<file path="src/rtl/pipeline_hazard_ctrl.sv">
// Pipeline latch enable/flush controller: load-use, taken-branch and data-miss handling.
// Optional performance counters are built when HAZARD_PERF_CNT_EN is defined.
module pipeline_hazard_ctrl #(
  parameter int REG_W = 5,
  parameter int CNT_W = 32
) (
  input  logic             CLK,
  input  logic             RST,
  input  logic             ihit,
  input  logic             dhit,
  input  logic             mem_dREN,
  input  logic             mem_dWEN,
  input  logic             mem_halt,
  input  logic             ex_dREN,
  input  logic             ex_WEN,
  input  logic [REG_W-1:0] ex_wsel,
  input  logic [REG_W-1:0] id_rs,
  input  logic [REG_W-1:0] id_rt,
  input  logic             id_uses_rt,
  input  logic             ex_branch_taken,
  output logic             pc_en,
  output logic             ifid_enable,
  output logic             ifid_flush,
  output logic             idex_enable,
  output logic             idex_flush,
  output logic             exmem_enable,
  output logic             exmem_flush,
  output logic             memwb_enable,
  output logic             memwb_flush,
  output logic             halted
`ifdef HAZARD_PERF_CNT_EN
  ,
  output logic [CNT_W-1:0] stall_cycles,
  output logic [CNT_W-1:0] flush_events
`endif
);

  typedef enum logic [1:0] {
    S_RUN   = 2'd0,
    S_DWAIT = 2'd1,
    S_HALT  = 2'd2
  } state_t;

  state_t fsm_q, fsm_d;
  logic   ihit_seen_q, ihit_seen_d;

  logic dmiss;
  logic load_use;
  logic fetch_ok;
  logic branch_fire;

  assign dmiss    = (mem_dREN | mem_dWEN) & ~dhit;
  assign fetch_ok = ihit | ihit_seen_q;

  // Register 0 is hardwired, so a load targeting it never creates a dependency.
  assign load_use = ex_dREN & ex_WEN & (ex_wsel != '0) &
                    ((ex_wsel == id_rs) | (id_uses_rt & (ex_wsel == id_rt)));

  always_comb begin
    pc_en        = 1'b0;
    ifid_enable  = 1'b0;
    ifid_flush   = 1'b0;
    idex_enable  = 1'b0;
    idex_flush   = 1'b0;
    exmem_enable = 1'b0;
    exmem_flush  = 1'b0;
    memwb_enable = 1'b0;
    memwb_flush  = 1'b0;
    halted       = 1'b0;
    branch_fire  = 1'b0;
    fsm_d        = fsm_q;
    ihit_seen_d  = ihit_seen_q;

    if (!RST) begin
      if (fsm_q == S_HALT) begin
        halted = 1'b1;
      end else if (mem_halt) begin
        exmem_flush  = 1'b1;
        memwb_enable = 1'b1;
        fsm_d        = S_HALT;
      end else if (dmiss) begin
        // Freeze everything, but remember a fetch that completed during the miss.
        fsm_d       = S_DWAIT;
        ihit_seen_d = ihit_seen_q | ihit;
      end else if (ex_branch_taken) begin
        pc_en        = 1'b1;
        ifid_flush   = 1'b1;
        idex_flush   = 1'b1;
        exmem_enable = 1'b1;
        memwb_enable = 1'b1;
        branch_fire  = 1'b1;
        ihit_seen_d  = 1'b0;
        fsm_d        = S_RUN;
      end else if (load_use) begin
        idex_flush   = 1'b1;
        exmem_enable = 1'b1;
        memwb_enable = 1'b1;
        ihit_seen_d  = ihit_seen_q | ihit;
        fsm_d        = S_RUN;
      end else if (fetch_ok) begin
        pc_en        = 1'b1;
        ifid_enable  = 1'b1;
        idex_enable  = 1'b1;
        exmem_enable = 1'b1;
        memwb_enable = 1'b1;
        ihit_seen_d  = 1'b0;
        fsm_d        = S_RUN;
      end else begin
        // Fetch still outstanding: insert a bubble into IF/ID, let the rest drain.
        ifid_flush   = 1'b1;
        idex_enable  = 1'b1;
        exmem_enable = 1'b1;
        memwb_enable = 1'b1;
        fsm_d        = S_RUN;
      end
    end
  end

  always_ff @(posedge CLK or posedge RST) begin
    if (RST) begin
      fsm_q       <= S_RUN;
      ihit_seen_q <= 1'b0;
    end else begin
      fsm_q       <= fsm_d;
      ihit_seen_q <= ihit_seen_d;
    end
  end

`ifdef HAZARD_PERF_CNT_EN
  logic [CNT_W-1:0] stall_cycles_q, stall_cycles_d;
  logic [CNT_W-1:0] flush_events_q, flush_events_d;

  always_comb begin
    stall_cycles_d = stall_cycles_q;
    flush_events_d = flush_events_q;
    if ((fsm_q != S_HALT) && !pc_en) begin
      stall_cycles_d = stall_cycles_q + 1'b1;
    end
    if (branch_fire) begin
      flush_events_d = flush_events_q + 1'b1;
    end
  end

  always_ff @(posedge CLK or posedge RST) begin
    if (RST) begin
      stall_cycles_q <= '0;
      flush_events_q <= '0;
    end else begin
      stall_cycles_q <= stall_cycles_d;
      flush_events_q <= flush_events_d;
    end
  end

  assign stall_cycles = stall_cycles_q;
  assign flush_events = flush_events_q;
`endif

endmodule

</file>
<file path="config.mk">
export PLATFORM = sky130hd
export DESIGN_NAME = pipeline_hazard_ctrl
export DESIGN_NICKNAME = d
export VERILOG_FILES = /design/src/rtl/pipeline_hazard_ctrl.sv
export SDC_FILE = /design/constraint.sdc
export NUM_CORES = 1
export LEC_CHECK = 0
export BUFFER_PORTS_ARGS = -buffer_cell sky130_fd_sc_hd__buf_2
export CAP_MARGIN = 20
export CORE_AREA = 5 5 42 44
export DETAILED_ROUTE_END_ITERATION = 10
export DIE_AREA = 0 0 47 49
export GPL_TIMING_DRIVEN = 1
export PLACE_DENSITY_LB_ADDON = 0.08
export SKIP_LAST_GASP = 1
export SLEW_MARGIN = 20
export SYNTH_ARGS = -nofsm -noshare
export SYNTH_HDL_FRONTEND = slang
export SYNTH_SLANG_ARGS = --single-unit
export TNS_END_PERCENT = 50
</file>
<file path="constraint.sdc">
create_clock -name CLK -period 2.1 [get_ports CLK]
set_input_delay 0.42 -clock CLK [delete_from_list [all_inputs] [get_ports CLK]]
set_output_delay 0.42 -clock CLK [all_outputs]
set_load 0.01 [all_outputs]
</file>
==> flow_summary.ini, run 1 <==
[placement]
numPortBuffers = 34
place_ws_ns = 0.007247
hpwl_um = 970.2
gp_congestion = 0.7068

[yosys]
syn_avg_cell_area_um2 = 8.024
synth_seq_area_share_pct = 20.34
yosysUniqueCellTypes = 26
syn_nets = 72
synth_area_um2 = 369.1
ys_seq_elements = 3
synthArstFlopShare_pct = 100.0
synth-edff-count = 0
synth_flop_cell = dfrtp_1
synthCells = 46
yosysWarnings = 0

[worst_hold_path]
holdCritPathClass = primary input to asynchronous set/reset pin

[finish]
multi_input_area_um2 = 279.0
final_common_cell = buf_2
mostFrequentLayoutCells = buf_2, xnor2_1, nor2_1, buf_4, nand2_1
antenna_cells = 0
regArea_um2 = 75.07
drive_gt1_share_pct = 54.55
fill_cells = 154
fin_util_pct = 44.38
area_growth_pct = 68.47
nets = 115

[critical_path]
regToRegSetupSlack_ns = 0.93
crit-reg2reg-launch = fsm_q[0]
end_kind = output pin
cp.required_ns = 1.68
cp.arrival_ns = 1.66
critical_path_class = primary input to output pin
r2r.worst_path.cells = 4
reg2reg_to = fsm_q[0]
critPathMaxFanout = 3
worst_setup_path_start_kind = primary input

[global_route]
grt_start_max_net_pins = 7
grt_pass1_wl_um = 1725
grt_pass1_vias = 438
gr-usage-all-layers_pct = 10.29
overflow = 0
antenna_found_initial = 0

[die]
core.rowCount = 14
start_util_pct = 26.34
core_area_um2 = 1401
die_x_um = 47
io_pins = 36
die_y_um = 49
fp.dieArea_um2 = 2303

[timing]
skew_ns = 0.003658
layout_setup_ws_ns = 0.02418
maxSlewViolCount = 0
finalSetupViolations = 0
max_freq_mhz = 481.7
hold_violations = 0
rsz0062_at_grt = true
fin_crit_ns = 2.076
finalCritPeriodShare_pct = 98.85

[detailed_routing]
via_per_inst = 4.452
dr_total_vias = 463
wl_um = 1100
wire_per_inst_um = 10.58
ant_nets = 0
firstDrtPassIters = 2
drc = 0
drt_iter0_markers = 2

[power]
p_leak_uw = 0.0003420
ir_drop_v = 0.0004362
p_clk_share_pct = 29.0
power_density_nw_per_um2 = 559.2
power.switching_uw = 116.1
power.internal_uw = 231.6
netSwitchingFraction_pct = 33.39
power_frac_seq_pct = 26.0
comb_power_share_pct = 45.0

[clock_tree]
htreeDepth = 1
clock_latency_ns = 0.23
cts.sinks = 3
clockRootBuffer = clkbuf_4
ctsHoldBuffers = 0
clockBufferDepth = 2
cts_buffers = 3
cts_tree = yes
clk_pin_slew_worst_paths_ns = 0.04

[run_status]
status = complete, no violations

[run]
drv_cap = 0
-- worst max path at each step --
| stage | from | to | cells past startpoint |
|---|---|---|---|
| finish | ex_wsel[2] | ifid_enable | 6 |
| detailed placement | ex_wsel[1] | ifid_enable | 6 |
| floorplan | ex_wsel[1] | ifid_enable | 4 |
| global placement | ex_wsel[1] | ifid_enable | 6 |
| global route | ex_wsel[2] | idex_flush | 8 |
| CTS | ex_wsel[1] | ifid_enable | 6 |
-- worst max-delay path: stages --
cell	delay, ns
buf_2	0.11
or4_4	0.50
o211ai_2	0.19
nor2b_2	0.08
nor4_2	0.19
buf_2	0.16
-- power by group through the flow --
| stage | Combinational (uW) | Clock [uW] | Sequential (uW) |
|---|---|---|---|
| 2_1_floorplan | 88.2 | 0 | 87.4 |
| 3_3_place_gp | 157 | 0 | 91.4 |
| 3_5_place_dp | 156 | 0 | 91.2 |
| 4_1_cts | 157 | 107 | 90.4 |
| 5_1_grt | 178 | 116 | 94.2 |
| 6_report | 157 | 101 | 90.4 |
-- cell usage after synthesis, drive strengths merged (2+ instances only) --
library cell,count,share of area (%)
dfrtp,3,20
a21oi,2,2.7
inv,2,2.0
xnor2,10,24
nor2,6,6.1
nand2,5,5.8
-- sequential cells by signal (all words and copies together) (netlist names) --
name         count
fsm_q            2
ihit_seen_q      1
-- repair_timing --
| item | in CTS | in global routing |
|---|---|---|
| setup endpoints to repair | 0 | 5 |
| buffers inserted | 0 | 0 |
| gates resized for setup | 0 | 1 |
-- cells by family after synthesis --
| kind of cell | after synthesis | share of synthesized area (%) |
|---|---|---|
| AOI/OAI and AO/OA | 9 | 19.33 |
| xor gates and xnor gates | 10 | 23.73 |
| buffers and inverters | 3 | 4.067 |
| DFF | 3 | 20.34 |
| muxes | 1 | 3.051 |
| other | 1 | 1.016 |
| and+or+nand+nor | 19 | 28.47 |
-- layout make-up --
| cell class | instances | area share, % |
|---|---|---|
| well taps | 16 | 3.219 |
| multi-input cells | 40 | 44.87 |
| repair buffers | 39 | 34.41 |
| inverters | 2 | 1.207 |
| clock buffers | 4 | 4.225 |
| flip-flops and latches | 3 | 12.07 |
-- layer usage --
metal  vias to the layer above  global-route usage (%)  wire [um]
li1                        240                       -          -
met1                       208                   11.45        438
met2                        15                   16.29        574
met3                         0                   4.797         88
met4                         0                   4.147          0
met5                         -                       0          0
-- metrics by stage --
stage | hold WS, ns | std cells | area [um^2] | TNS, ns | total power [uW]
after global routing | 0.1596 | 104 | 621.8 | -0.1353 | 387.9
after global placement | 0.3961 | 100 | 589.3 | 0 | 248.5
after floorplan | 0.1871 | 46 | 369.1 | 0 | 175.7
after CTS | 0.1516 | 104 | 615.6 | 0 | 354.1
after detailed placement | 0.4038 | 100 | 589.3 | 0 | 247.0
final | 0.1569 | 104 | 621.8 | 0 | 347.7
Power figures use the tool's default switching activity.
==> run 2: changes to the inputs <==
--- a/config.mk
+++ b/config.mk
@@ -7,9 +7,9 @@
 export LEC_CHECK = 0
 export BUFFER_PORTS_ARGS = -buffer_cell sky130_fd_sc_hd__buf_2
 export CAP_MARGIN = 20
-export CORE_AREA = 5 5 42 44
+export CORE_AREA = 2 2 39 41
 export DETAILED_ROUTE_END_ITERATION = 10
-export DIE_AREA = 0 0 47 49
+export DIE_AREA = 0 0 41 43
 export GPL_TIMING_DRIVEN = 1
 export PLACE_DENSITY_LB_ADDON = 0.08
 export SKIP_LAST_GASP = 1
==> constraint.sdc (replaced) <==
create_clock -name CLK -period 1.95 [get_ports CLK]
set_input_delay 0.39 -clock CLK [delete_from_list [all_inputs] [get_ports CLK]]
set_output_delay 0.39 -clock CLK [all_outputs]
set_load 0.005 [all_outputs]
==> run 2 against run 1 <==
  * The flow now finishes with violations (negative setup slack)
  * Wire length fell by 9.0%
  * Sequential power rose by 7.9%
  * Clock skew fell by 0.0018 ns
  * Register-to-register slack got worse by 0.14 ns
  * Flip-flop and latch count did not move
  * Cell area rose by 1.4%
  * Setup slack got worse by 0.11 ns
  * Via count rose by 0.43%
  * Critical path type unchanged
==> flow_summary.ini, run 2 (same netlist as run 1, synthesis figures left out) <==
[placement]
gp_congestion = 0.6986
numPortBuffers = 34
place_ws_ns = -0.08893
hpwl_um = 831.7

[finish]
top_register = fsm_q
mostFrequentLayoutCells = buf_2, xnor2_1, nor2_1, buf_4, nand2_1
nets = 115
drive_gt1_share_pct = 55.68
antenna_cells = 0
reg_top3 = fsm_q x2, ihit_seen_q x1
largest_register_ff_count = 2
final_common_cell = buf_2
area_growth_pct = 70.85

[critical_path]
critPathMaxFanout = 3
cp.arrival_ns = 1.64
worst_setup_path_start_kind = primary input
cp.required_ns = 1.56
critPathLaunch = ex_wsel[2]
crit-reg2reg-launch = fsm_q[0]
critical_path_class = primary input to output pin
end_kind = output pin

[detailed_routing]
wl_um = 1001
firstDrtPassIters = 4
drt_iter0_markers = 7
via_per_inst = 4.471
ant_nets = 0
wire_per_inst_um = 9.625
dr_total_vias = 465
drc = 0

[timing]
skew_ns = 0.001876
fin_crit_ns = 2.031
hold_violations = 0
rsz0062_at_grt = true
finalSetupViolations = 4
layout_setup_ws_ns = -0.08119
finalCritPeriodShare_pct = 104.2
maxSlewViolCount = 0
max_freq_mhz = 492.3

[global_route]
grt_start_max_net_pins = 7
overflow = 0
grt_pass1_vias = 404
grt_pass1_wl_um = 1421
antenna_found_initial = 0
gr-usage-all-layers_pct = 11.46

[die]
start_util_pct = 26.67
io_pins = 36
die_x_um = 41
core.rowCount = 14
core_area_um2 = 1384
die_y_um = 43
fp.dieArea_um2 = 1763

[power]
p_leak_uw = 0.0003411
ir_drop_v = 0.0002987
power_density_nw_per_um2 = 575.8
finalPower_uw = 363.1

[clock_tree]
cts.sinks = 3
cts_tree = yes
clockRootBuffer = clkbuf_4
ctsHoldBuffers = 0
clockBufferDepth = 2
clk_pin_slew_worst_paths_ns = 0.04
htreeDepth = 1
clock_latency_ns = 0.23
cts_buffers = 3

[worst_hold_path]
holdCritPathClass = primary input to asynchronous set/reset pin

[run]
drv_cap = 0

[run_status]
status = complete, but fails checks
violations = negative setup slack
run 2: cell counts in the layout (fill, tap and decap cells not counted):
Identical to the previous run, type by type.
run 2: report_power, final:
group	internal [uW]	switching (uW)	total [uW]
clock	76.7	32.0	109
sequential	84.1	13.5	97.5
combinational	85.4	71.6	157
total	246	117	363
run 2: cell type report:
cell class	instances	area [um^2]
timing repair buffer	39	220.2
inverter	2	7.507
clock buffer	4	26.28
sequential	3	75.07
tap	16	20.02
multi-input combinational	40	281.5
fill	143	753.2
run 2: repair_timing:
item / in CTS / in global routing
resized for setup: 1 / 2
buffers inserted: 0 / 0
endpoints found under the setup margin: 4 / 5
pin swaps: 0 / 6
run 2: worst max-delay path, stage by stage:
cell and delay (ns):
buf_6 0.09, or4_4 0.53, o211ai_2 0.22, nor2_1 0.09
nand2_2 0.08, o311a_1 0.15, buf_2 0.10
run 2: through the flow:
step | utilization [%] | TNS (ns) | hold slack [ns] | instance area, um^2 | cells
6_report | 45.57 | -0.1864 | 0.1217 | 630.6 | 104
5_1_grt | 45.57 | -0.5244 | 0.1373 | 630.6 | 104
4_1_cts | 44.94 | -0.2025 | 0.1177 | 621.8 | 104
3_5_place_dp | 42.59 | -0.2579 | 0.3694 | 589.3 | 100
3_3_place_gp | 42.59 | -0.1652 | 0.3671 | 589.3 | 100
2_1_floorplan | - | 0 | 0.1571 | 369.1 | 46
run 2: worst paths after layout:
check | endpoint | cells past startpoint | slack (ns)
worst max-delay path | pc_en | 7 | -0.08
worst min-delay path | fsm_q[1] | 3 | 0.12
worst max register to register | ihit_seen_q | 6 | 0.79
worst min register to register | fsm_q[1] | 1 | 0.47
max in group asynchronous | ihit_seen_q | 3 | 1.73
min in group CLK | ihit_seen_q | 3 | 0.47
run 2: per-layer routing:
metal | vias to the layer above | global-route usage, % | wire length [um]
met5 | - | 0 | 0
met4 | 0 | 6.000 | 0
met3 | 0 | 2.094 | 128
met2 | 25 | 18.44 | 425
met1 | 199 | 13.55 | 447
li1 | 241 | - | -
==> run 3: changes to the inputs <==
--- a/config.mk
+++ b/config.mk
@@ -12,6 +12,7 @@
 export DIE_AREA = 0 0 41 43
 export GPL_TIMING_DRIVEN = 1
 export PLACE_DENSITY_LB_ADDON = 0.08
+export SKIP_CTS_REPAIR_TIMING = 1
 export SKIP_LAST_GASP = 1
 export SLEW_MARGIN = 20
 export SYNTH_ARGS = -nofsm -noshare
==> constraint.sdc (replaced) <==
create_clock -name CLK -period 2.1 [get_ports CLK]
set_input_delay 0.42 -clock CLK [delete_from_list [all_inputs] [get_ports CLK]]
set_output_delay 0.42 -clock CLK [all_outputs]
set_load 0.005 [all_outputs]
==> run 3 against run 2 <==
  * The run now ends clean
  * Cell count fell by 1.9%
  * Clock skew shrank 0.0015 ns
  * Total power fell by 7.8%
  * Non-clock buffer count decreased by 2
  * Cell area is 2.8% lower
  * Combinational power decreased by 10%
==> flow_summary.ini, run 3 (same netlist as run 1, synthesis figures left out) <==
[run_status]
status = complete, no violations

[placement]
place_ws_ns = -0.004539
gp_congestion = 0.7243
hpwl_um = 806.6
numPortBuffers = 34

[finish]
mostFrequentLayoutCells = buf_2, xnor2_1, nor2_1, nand2_1
final_common_cell = buf_2
largest_register_ff_count = 2
reg_top3 = fsm_q x2, ihit_seen_q x1
nets = 113
drive_gt1_share_pct = 53.49
area_growth_pct = 66.10
top_register = fsm_q
fin_util_pct = 44.30
antenna_cells = 0
fill_cells = 143

[clock_tree]
clock_latency_ns = 0.23
clockBufferDepth = 2
cts.sinks = 3
cts_tree = yes
clockRootBuffer = clkbuf_4
clk_pin_slew_worst_paths_ns = 0.04
cts_buffers = 3
htreeDepth = 1

[timing]
skew_ns = 0.0003470
fin_crit_ns = 2.082
layout_setup_ws_ns = 0.01770
finalSetupViolations = 0
rsz0062_at_grt = true
max_freq_mhz = 480.2
finalCritPeriodShare_pct = 99.16
maxSlewViolCount = 0
hold_violations = 0

[global_route]
grt_start_max_net_pins = 7
gr-usage-all-layers_pct = 11.46
antenna_found_initial = 0
grt_pass1_wl_um = 1359
overflow = 0
grt_pass1_vias = 385

[power]
p_leak_uw = 0.0003342
power_density_nw_per_um2 = 546.1
ir_drop_v = 0.0003193

[critical_path]
cp.arrival_ns = 1.66
end_kind = output pin
r2r.worst_path.cells = 6
regToRegSetupSlack_ns = 0.93
worst_setup_path_start_kind = primary input
crit-reg2reg-launch = fsm_q[1]
critical_path_class = primary input to output pin
critPathMaxFanout = 3
cp.required_ns = 1.68
reg2reg_to = ihit_seen_q

[detailed_routing]
drt_iter0_markers = 3
firstDrtPassIters = 2
dr_total_vias = 462
wire_per_inst_um = 9.500
via_per_inst = 4.529
drc = 0
ant_nets = 0
wl_um = 969

[die]
die_y_um = 43
core_area_um2 = 1384
fp.dieArea_um2 = 1763
io_pins = 36
start_util_pct = 26.67
die_x_um = 41
core.rowCount = 14

[run]
drv_cap = 0

[worst_hold_path]
holdCritPathClass = primary input to asynchronous set/reset pin
## run 3: cell types whose count changed in the layout (fill, tap and decap cells not counted), sizes merged
cell,before,now
buf,39,37
## run 3: worst max path at each step
stage	start	to	slack (ns)	cells past startpoint
finish	ex_wsel[2]	pc_en	0.02	7
floorplan	ex_wsel[1]	ifid_enable	0.27	4
detailed placement	ex_wsel[1]	ifid_enable	-0.005	6
CTS	ex_wsel[1]	ifid_enable	-0.008	6
global route	ex_wsel[2]	pc_en	-0.07	7
global placement	ex_wsel[1]	ifid_enable	0.03	6
## run 3: power by group
group,internal [uW],switching (uW)
logic,76.6,64.3
registers,78.1,12.7
clock network,71.3,31.7
## run 3: routing by layer
| layer | vias up | track usage (%) | routed length (um) |
|---|---|---|---|
| li1 | 238 | - | - |
| met3 | 2 | 1.571 | 121 |
| met4 | 0 | 10.00 | 21 |
| met2 | 27 | 18.13 | 440 |
| met5 | - | 0 | 0 |
| met1 | 195 | 12.26 | 385 |
## run 3: worst max-delay path, cell delays in order
cell	delay [ns]
buf_6	0.09
or4_4	0.52
o211ai_2	0.21
nor2_1	0.08
nand2_2	0.08
o311a_1	0.15
buf_2	0.10
## run 3: per-stage QoR
step,power (uW),instances,hold WS (ns),setup TNS (ns),area (um^2)
final,334.8,102,0.1548,0,613.1
after floorplan,167.8,46,0.1871,0,369.1
after global routing,363.1,102,0.1678,-0.1424,613.1
after detailed placement,230.7,98,0.4025,-0.004539,574.3
after global placement,232.7,98,0.3964,0,574.3
after CTS,337.5,102,0.1509,-0.008486,600.6
## run 3: area by class of cell
| cell class | count | area [um^2] | area share (%) |
|---|---|---|---|
| Sequential cell | 3 | 75.07 | 12.24 |
| Clock buffer | 4 | 26.28 | 4.286 |
| Tap cell | 16 | 20.02 | 3.265 |
| Inverter | 2 | 7.507 | 1.224 |
| Multi-Input combinational cell | 40 | 279.0 | 45.51 |
| Timing Repair Buffer | 37 | 205.2 | 33.47 |
